<file path="src/rtl/ahb_pkg.sv">
// Shared AHB-Lite definitions: transfer codes, response codes,
// data-phase select and default-slave state encodings.
package ahb_pkg;

  localparam logic [1:0] HTRANS_IDLE   = 2'b00;
  localparam logic [1:0] HTRANS_BUSY   = 2'b01;
  localparam logic [1:0] HTRANS_NONSEQ = 2'b10;
  localparam logic [1:0] HTRANS_SEQ    = 2'b11;

  localparam logic HRESP_OKAY  = 1'b0;
  localparam logic HRESP_ERROR = 1'b1;

  typedef enum logic [1:0] {
    DSEL_NONE = 2'd0,
    DSEL_S1   = 2'd1,
    DSEL_S2   = 2'd2,
    DSEL_DEF  = 2'd3
  } dsel_e;

  typedef enum logic [1:0] {
    D_IDLE = 2'd0,
    D_ERR1 = 2'd1,
    D_ERR2 = 2'd2
  } dstate_e;

  function automatic logic is_active(input logic [1:0] trans);
    return (trans == HTRANS_NONSEQ) || (trans == HTRANS_SEQ);
  endfunction

  function automatic dsel_e next_dsel(
    input logic       s1,
    input logic       s2,
    input logic [1:0] trans
  );
    dsel_e d;
    d = DSEL_NONE;
    unique case (1'b1)
      s1:                d = DSEL_S1;
      (!s1 && s2):       d = DSEL_S2;
      (!s1 && !s2 &&
        is_active(trans)): d = DSEL_DEF;
      default:           d = DSEL_NONE;
    endcase
    return d;
  endfunction

endpackage

</file>
<file path="src/rtl/ahb_default_slave.sv">
// Default slave: answers unmapped active transfers with a
// two-cycle ERROR response (one stall, then completion).
module ahb_default_slave
  import ahb_pkg::*;
(
  input  logic H_clk,
  input  logic H_resetn,
  input  logic sel_def,
  input  logic H_ready,
  output logic hready_def,
  output logic hresp_def
);

  dstate_e state;
  logic    take;

  assign take = sel_def && H_ready;

  always_ff @(posedge H_clk or negedge H_resetn) begin
    if (!H_resetn) begin
      state      <= D_IDLE;
      hready_def <= 1'b1;
      hresp_def  <= HRESP_OKAY;
    end else begin
      unique case (state)
        D_ERR1: begin
          state      <= D_ERR2;
          hready_def <= 1'b1;
          hresp_def  <= HRESP_ERROR;
        end
        D_IDLE,
        D_ERR2: begin
          if (take) begin
            state      <= D_ERR1;
            hready_def <= 1'b0;
            hresp_def  <= HRESP_ERROR;
          end else begin
            state      <= D_IDLE;
            hready_def <= 1'b1;
            hresp_def  <= HRESP_OKAY;
          end
        end
        default: begin
          state      <= D_IDLE;
          hready_def <= 1'b1;
          hresp_def  <= HRESP_OKAY;
        end
      endcase
    end
  end

endmodule

</file>
<file path="src/rtl/ahb_resp_mux.sv">
// Slave-to-master response mux: data-phase select register,
// default slave, and output steering.
module ahb_resp_mux
  import ahb_pkg::*;
#(
  parameter int DATA_W = 32
) (
  input  logic              H_clk,
  input  logic              H_resetn,
  input  logic [1:0]        H_trans,
  input  logic              hsel_s1,
  input  logic              hsel_s2,
  input  logic [DATA_W-1:0] hrdata_s1,
  input  logic              hready_s1,
  input  logic              hresp_s1,
  input  logic [DATA_W-1:0] hrdata_s2,
  input  logic              hready_s2,
  input  logic              hresp_s2,
  output logic [DATA_W-1:0] H_rdata,
  output logic              H_ready,
  output logic              H_resp
);

  dsel_e dsel;
  dsel_e dsel_nxt;
  logic  sel_def;
  logic  hready_def;
  logic  hresp_def;

  assign dsel_nxt = next_dsel(hsel_s1, hsel_s2, H_trans);
  assign sel_def  = H_ready && (dsel_nxt == DSEL_DEF);

  // Address phase is only accepted while the current data phase completes
  always_ff @(posedge H_clk or negedge H_resetn) begin
    if (!H_resetn) begin
      dsel <= DSEL_NONE;
    end else if (H_ready) begin
      dsel <= dsel_nxt;
    end
  end

  ahb_default_slave u_def (
    .H_clk      (H_clk),
    .H_resetn   (H_resetn),
    .sel_def    (sel_def),
    .H_ready    (H_ready),
    .hready_def (hready_def),
    .hresp_def  (hresp_def)
  );

  always_comb begin
    H_rdata = '0;
    H_ready = 1'b1;
    H_resp  = HRESP_OKAY;
    unique case (dsel)
      DSEL_S1: begin
        H_rdata = hrdata_s1;
        H_ready = hready_s1;
        H_resp  = hresp_s1;
      end
      DSEL_S2: begin
        H_rdata = hrdata_s2;
        H_ready = hready_s2;
        H_resp  = hresp_s2;
      end
      DSEL_DEF: begin
        H_ready = hready_def;
        H_resp  = hresp_def;
      end
      default: begin
        H_rdata = '0;
        H_ready = 1'b1;
        H_resp  = HRESP_OKAY;
      end
    endcase
  end

endmodule
</file>
<file path="config.mk">
export PLATFORM = sky130hd
export DESIGN_NAME = ahb_resp_mux
export DESIGN_NICKNAME = d
export VERILOG_FILES = /design/src/rtl/ahb_pkg.sv /design/src/rtl/ahb_default_slave.sv /design/src/rtl/ahb_resp_mux.sv
export SDC_FILE = /design/constraint.sdc
export NUM_CORES = 1
export LEC_CHECK = 0
export ABC_CLOCK_PERIOD_IN_PS = 1800
export CORE_ASPECT_RATIO = 1.1
export CORE_UTILIZATION = 26
export DETAILED_ROUTE_END_ITERATION = 16
export GPL_TIMING_DRIVEN = 0
export PLACE_DENSITY_LB_ADDON = 0.25
export SETUP_SLACK_MARGIN = 0.4
export SLEW_MARGIN = 15
export SYNTH_ARGS = -nofsm -noshare
export SYNTH_HDL_FRONTEND = slang
export SYNTH_HIERARCHICAL = 1
export SYNTH_SLANG_ARGS = --single-unit
</file>
<file path="constraint.sdc">
create_clock -name H_clk -period 1.8 [get_ports H_clk]
set_input_delay 0.27 -clock H_clk [delete_from_list [all_inputs] [get_ports H_clk]]
set_output_delay 0.27 -clock H_clk [all_outputs]
set_load 0.005 [all_outputs]
</file>
# Yosys cells after proc, flatten, opt, wreduce, memory -nomap -nowiden

Cells that the tools add are included.

Input port bits: 74
Register bits after elaboration: 6
Word-level logic and storage cells: 32
Output and inout port bits: 34

Reductions and logical operators: 10
Eq/ne operators: 8
Muxes and demuxes: 10

Operators with widths:

| kind                                                                  | number |
|---|---|
| 32-bit one-hot mux with 2 select lines                                | 1 |
| 2-bit equality test, second input constant                            | 6 |
| 1-bit one-hot mux with 3 select lines                                 | 2 |
| 2-bit one-hot mux with 3 select lines                                 | 1 |
| 1-bit logical AND                                                     | 5 |
| 2-bit by 1-bit equality test with 1-bit output, second input constant | 2 |
| 1-bit 2-to-1 mux                                                      | 4 |
| 2-bit one-hot mux with 2 select lines                                 | 1 |
| 1-bit zero test                                                       | 2 |
| 2-bit zero test                                                       | 1 |
| 1-bit one-hot mux with 2 select lines                                 | 1 |
| 2-bit OR reduction                                                    | 1 |
| 1-bit logical OR                                                      | 1 |

# Depth between registers and ports, before layout

Depth in word-level cells: 9
Mapped depth: 8

# Cells and area by module

Netlist, hierarchy kept.

By module, submodules not included:

| module            | seq. area each (um^2) | cells each | times used | area each (um^2) |
|---|---|---|---|---|
| ahb_resp_mux      | 50.0                  | 94         | 1          | 695.7 |
| ahb_default_slave | 101.3                 | 8          | 1          | 145.1 |

# Worst setup path after synthesis

OpenSTA, ideal clock, no wires.

Path type: register to register
Start point: reg dsel[0]
End point: reg u_def.hresp_def
Stages on the path, launching flop included: 9
Setup time: 0.067 ns
Arrival time: 1.515 ns
Buffers on the path: 1
Period minus slack after synthesis: 1.582 ns
Path slack: 0.218 ns
Required time: 1.733 ns
Cell sequence: dfrtp_1 > inv_1 > ha_1 > buf_6 > a22oi_2 > nand2_2 > nor4bb_1 > nand3b_4 > nand2b_1

Word-level cells in the longest chain between the ends: 6
Elaborated cells between the ends (all ways): 8
Classes of those cells: eq/ne: 3; mux: 3; reduce/logical: 2

Ends and longest elaborated chain:

| item                                                                                         | line                    | text |
|---|---|---|
| from (decl)                                                                                  | ahb_resp_mux.sv:24      | `dsel_e dsel;` |
| from (signal assigned)                                                                       | ahb_resp_mux.sv:38      | `dsel <= dsel_nxt;` |
| 2-bit equality test / 2-bit by 1-bit equality test with 1-bit output (equally long branches) | ahb_resp_mux.sv:55      | `unique case (dsel)` |
| 1-bit one-hot mux with 3 select lines (*)                                                    | ahb_resp_mux.sv:55      |  |
| via H_ready                                                                                  | ahb_resp_mux.sv:20      | `output logic H_ready,` |
| 1-bit logical AND (*)                                                                        | ahb_resp_mux.sv:31      | `assign sel_def = H_ready && (dsel_nxt == DSEL_DEF);` |
| via sel_def                                                                                  | ahb_resp_mux.sv:26      | `logic sel_def;` |
| 1-bit logical AND (*)                                                                        | ahb_default_slave.sv:17 | `assign take = sel_def && H_ready;` |
| 1-bit 2-to-1 mux (*)                                                                         | ahb_default_slave.sv:33 | `if (take) begin` |
| 1-bit one-hot mux with 2 select lines (*)                                                    | ahb_default_slave.sv:25 | `unique case (state)` |
| to (signal assigned)                                                                         | ahb_default_slave.sv:23 | `hresp_def <= HRESP_OKAY;` |
| to (signal assigned)                                                                         | ahb_default_slave.sv:29 | `hresp_def <= HRESP_ERROR;` |
| to (signal assigned)                                                                         | ahb_default_slave.sv:36 | `hresp_def <= HRESP_ERROR;` |
| to (decl)                                                                                    | ahb_default_slave.sv:11 | `output logic hresp_def` |

Mark *: on every way through the listed nets, which the timed path passes. The rest lies on a longest branch.
A chain may end at the register's enable or synchronous reset.

# Final worst setup path

Start point: reg dsel[1]
End point: out H_rdata[3]

Word-level cells in the longest chain between the ends: 2
Elaborated cells between the ends (all ways): 3
Classes of those cells: eq/ne: 2; mux: 1

Ends and longest elaborated chain:

| item                                                                                         | line               | text |
|---|---|---|
| 2-bit equality test / 2-bit by 1-bit equality test with 1-bit output (equally long branches) | ahb_resp_mux.sv:55 |  |
| 32-bit one-hot mux with 2 select lines (*)                                                   | ahb_resp_mux.sv:55 |  |
| to (decl)                                                                                    | ahb_resp_mux.sv:19 | `output logic [DATA_W-1:0] H_rdata,` |

Mark *: on every way between the ends. The rest lies on a longest branch, timed or not.

==> results.py <==
metrics = {
    "finish": {
        "drive_gt1_frac": 0.536,
        "final_util": 0.803,
        "nNetsFinal": 327,
        "area_delta_synth_final_pct": 194,
        "multi_input_area_um2": 841,
        "fill_cells": 183,
        "antenna_cells": 0,
        "regArea_um2": 151,
    },
    "drt": {
        "dr_wl_met2_um": 2790,
        "wl_met1_um": 1800,
        "wl_um": 4980,
        "drt-pass1-iter-count": 4,
        "wl_met3_um": 312,
        "top_layer_used": "met4",
        "drt_iter0_drc": 25,
        "drc": 0,
        "final_antenna_net_count": 0,
        "vias_per_cell": 5.12,
        "dr_total_vias": 1445,
        "wl_per_cell_um": 17.7,
    },
    "sta": {
        "finalHoldViolCount": 0,
        "tns_ns": -3.89,
        "hold_slack_ns": 0.258,
        "finalCritPeriodShare": 1.11,
        "rsz0062_at_grt": "true",
        "final-setup-viol-count": 34,
        "slew_headroom": 0.818,
        "max_freq_mhz": 502,
        "final-max-slew-violation-count": 0,
        "worst_pin_slew_ns": 0.272,
        "period_needed_ns": 1.99,
        "clock_skew_ns": 0.00590,
        "setup_slack_ns": -0.193,
    },
    "power_and_ir_drop": {
        "vdd_drop_max_mv": 1.41,
        "power_density_nw_per_um2": 1600,
        "leakage_nw": 1.09,
    },
    "placed_design": {
        "place.gp.congestion": 0.743,
        "hpwlAfterDp_um": 3100,
        "numPortBuffers": 106,
    },
    "cts": {
        "cts_tree": "built",
        "clock_path_buffers": 2,
        "cts_hold_buffers": 0,
        "htree_num_levels": 1,
        "cts-buffers-inserted": 3,
        "insertion_delay_ns": 0.25,
        "clk_pin_slew_ns": 0.05,
        "cts.sinks": 6,
        "clockRootBuffer": "clkbuf_4",
    },
    "synthesis": {
        "synth_cell_types": 20,
        "synth-seq-cells": 6,
        "synthesis.area_um2": 841,
        "ys_seq_area_frac": 0.180,
        "syn_inst": 102,
        "synth_area_per_cell_um2": 8.24,
        "yosysWarnings": 6,
        "syn_nets": 180,
    },
    "setup_path": {
        "start_kind": "flip-flop",
        "critPathKind": "flip-flop to primary output",
        "cp_max_fo": 6,
        "cp.required_ns": 1.53,
        "arrival_ns": 1.72,
        "end_kind": "primary output",
    },
    "floorplanning": {
        "core_area_um2": 3070,
        "die_h_um": 61.6,
        "num_io_pins": 108,
        "fp.dieW_um": 56.2,
        "rows": 21,
        "initial_core_util": 0.274,
        "die-area_um2": 3470,
    },
    "job": {
        "max_cap_viol_count": 0,
    },
    "hold_path": {
        "hold_path_class": "input port to async pin",
    },
    "global_route": {
        "grt_max_degree": 11,
        "grt_pass1_wl_um": 6810,
        "antenna_found_initial": 0,
        "overflow": 0,
        "grt.total_usage": 0.259,
        "grt_pass1_vias": 1383,
    },
    "status": {
        "outcome": "finished, violations left",
        "violations": "setup timing",
    },
}
[placed cells by master, fill, tap and decap left out]
cell type and n:
nor2b_2 2, inv_1 1, mux2i_1 2, ha_2 1, nor2b_1 27, nor2b_4 4
clkbuf_1 1, a21oi_1 2, nand3b_4 1, buf_2 28, clkdlybuf4s50_1 72, a22oi_2 33
inv_2 3, ha_1 1, nand2_2 1, clkbuf_4 3, clkbuf_2 6, buf_6 22
ha_4 2, nor4bb_4 1, buf_4 16, dfrtp_1 5, o21bai_1 1, a222oi_1 1
nor2_1 1, dfstp_2 1, buf_8 9, nand2b_1 1
[cell usage after synthesis]
| cell type | number | area share |
|---|---|---|
| o21bai_1 | 1 | 0.0089 |
| nand2b_1 | 1 | 0.0074 |
| nand2_2 | 1 | 0.0074 |
| mux2i_1 | 2 | 0.024 |
| buf_2 | 6 | 0.036 |
| inv_1 | 4 | 0.018 |
| nand3b_4 | 1 | 0.024 |
| a21oi_1 | 2 | 0.012 |
| dfrtp_1 | 5 | 0.15 |
| nor2b_1 | 32 | 0.24 |
| buf_6 | 2 | 0.027 |
| dfstp_2 | 1 | 0.031 |
| clkbuf_1 | 3 | 0.013 |
| a22oi_2 | 1 | 0.015 |
| nor2_1 | 1 | 0.0045 |
| nor4bb_1 | 1 | 0.012 |
| a22oi_1 | 32 | 0.29 |
| a222oi_1 | 1 | 0.012 |
| ha_1 | 4 | 0.060 |
| nor2b_4 | 1 | 0.016 |
[cell type report]
type                            count  area share
Buffer                             11      0.0623
Inverter                            4     0.00608
Timing Repair Buffer              142       0.502
Tap cell                           34      0.0172
Clock buffer                        4      0.0106
Multi-Input combinational cell     81       0.340
Sequential cell                     6      0.0613
[per-stage QoR]
step,power [W],setup slack [ns],instance area (µm²),std cells
4_1_cts,0.00354,-0.174,2390,273
2_1_floorplan,0.00141,0.360,883,102
5_1_grt,0.00417,-0.241,2470,282
3_5_place_dp,0.00255,-0.346,1990,242
6_report,0.00396,-0.193,2470,282
3_3_place_gp,0.00248,-0.286,1990,242
[routing by layer]
metal / track usage / vias up
met4: 0.0906 / 0
met5: 0 / -
met1: 0.282 / 694
met3: 0.0441 / 8
met2: 0.515 / 74
li1: - / 669
[cell families after synthesis]
group | share of synthesized area
simple gates | 0.310
buf+inv | 0.0937
compound gates | 0.333
fa+ha+maj | 0.0595
flops | 0.180
mux | 0.0238
[state kept, by name, indices dropped and copies added (netlist names)]
register and count:
u_def/hresp_def 1, dsel 2, u_def/state 2, u_def/hready_def 1
[path summary, 6_finish.rpt]
kind	cells past startpoint	slack, ns	end	from
setup / recovery	7	-0.19	H_rdata[3]	dsel[1]
hold / removal	1	0.26	u_def/hresp_def	H_resetn
setup reg to reg	10	0.06	u_def/hresp_def	dsel[1]
hold reg to reg	1	0.46	u_def/state[1]	u_def/state[1]
max in group asynchronous	1	1.27	u_def/hready_def	H_resetn
min in group H_clk	1	0.46	u_def/state[1]	u_def/state[1]
[repair_timing]
| item | 4_1_cts | 5_1_grt |
|---|---|---|
| setup endpoints to repair | 37 | 39 |
| setup buffers | 23 | 9 |
| hold endpoints to repair | 0 | 0 |
| gates cloned | 4 | 0 |
| pin swaps | 10 | 16 |
| resized for setup | 188 | 29 |
[worst max-delay path, cell delays in order (launching register included)]
cell and delay (ns):
dfrtp_1 0.41, inv_2 0.06, buf_6 0.12, ha_4 0.32, buf_4 0.14, buf_4 0.13
nor2b_1 0.15, buf_2 0.14
[where the power goes]
group	total [W]	leakage, nW	internal (W)	switching (W)
Combinational	0.00362	1.00	0.00217	0.00145
Clock	0.000137	0.0150	0.0000842	0.0000526
Sequential	0.000208	0.0751	0.000174	0.0000345
Total	0.00396	1.09	0.00242	0.00154
No activity file was read; power rests on OpenSTA's default activity.
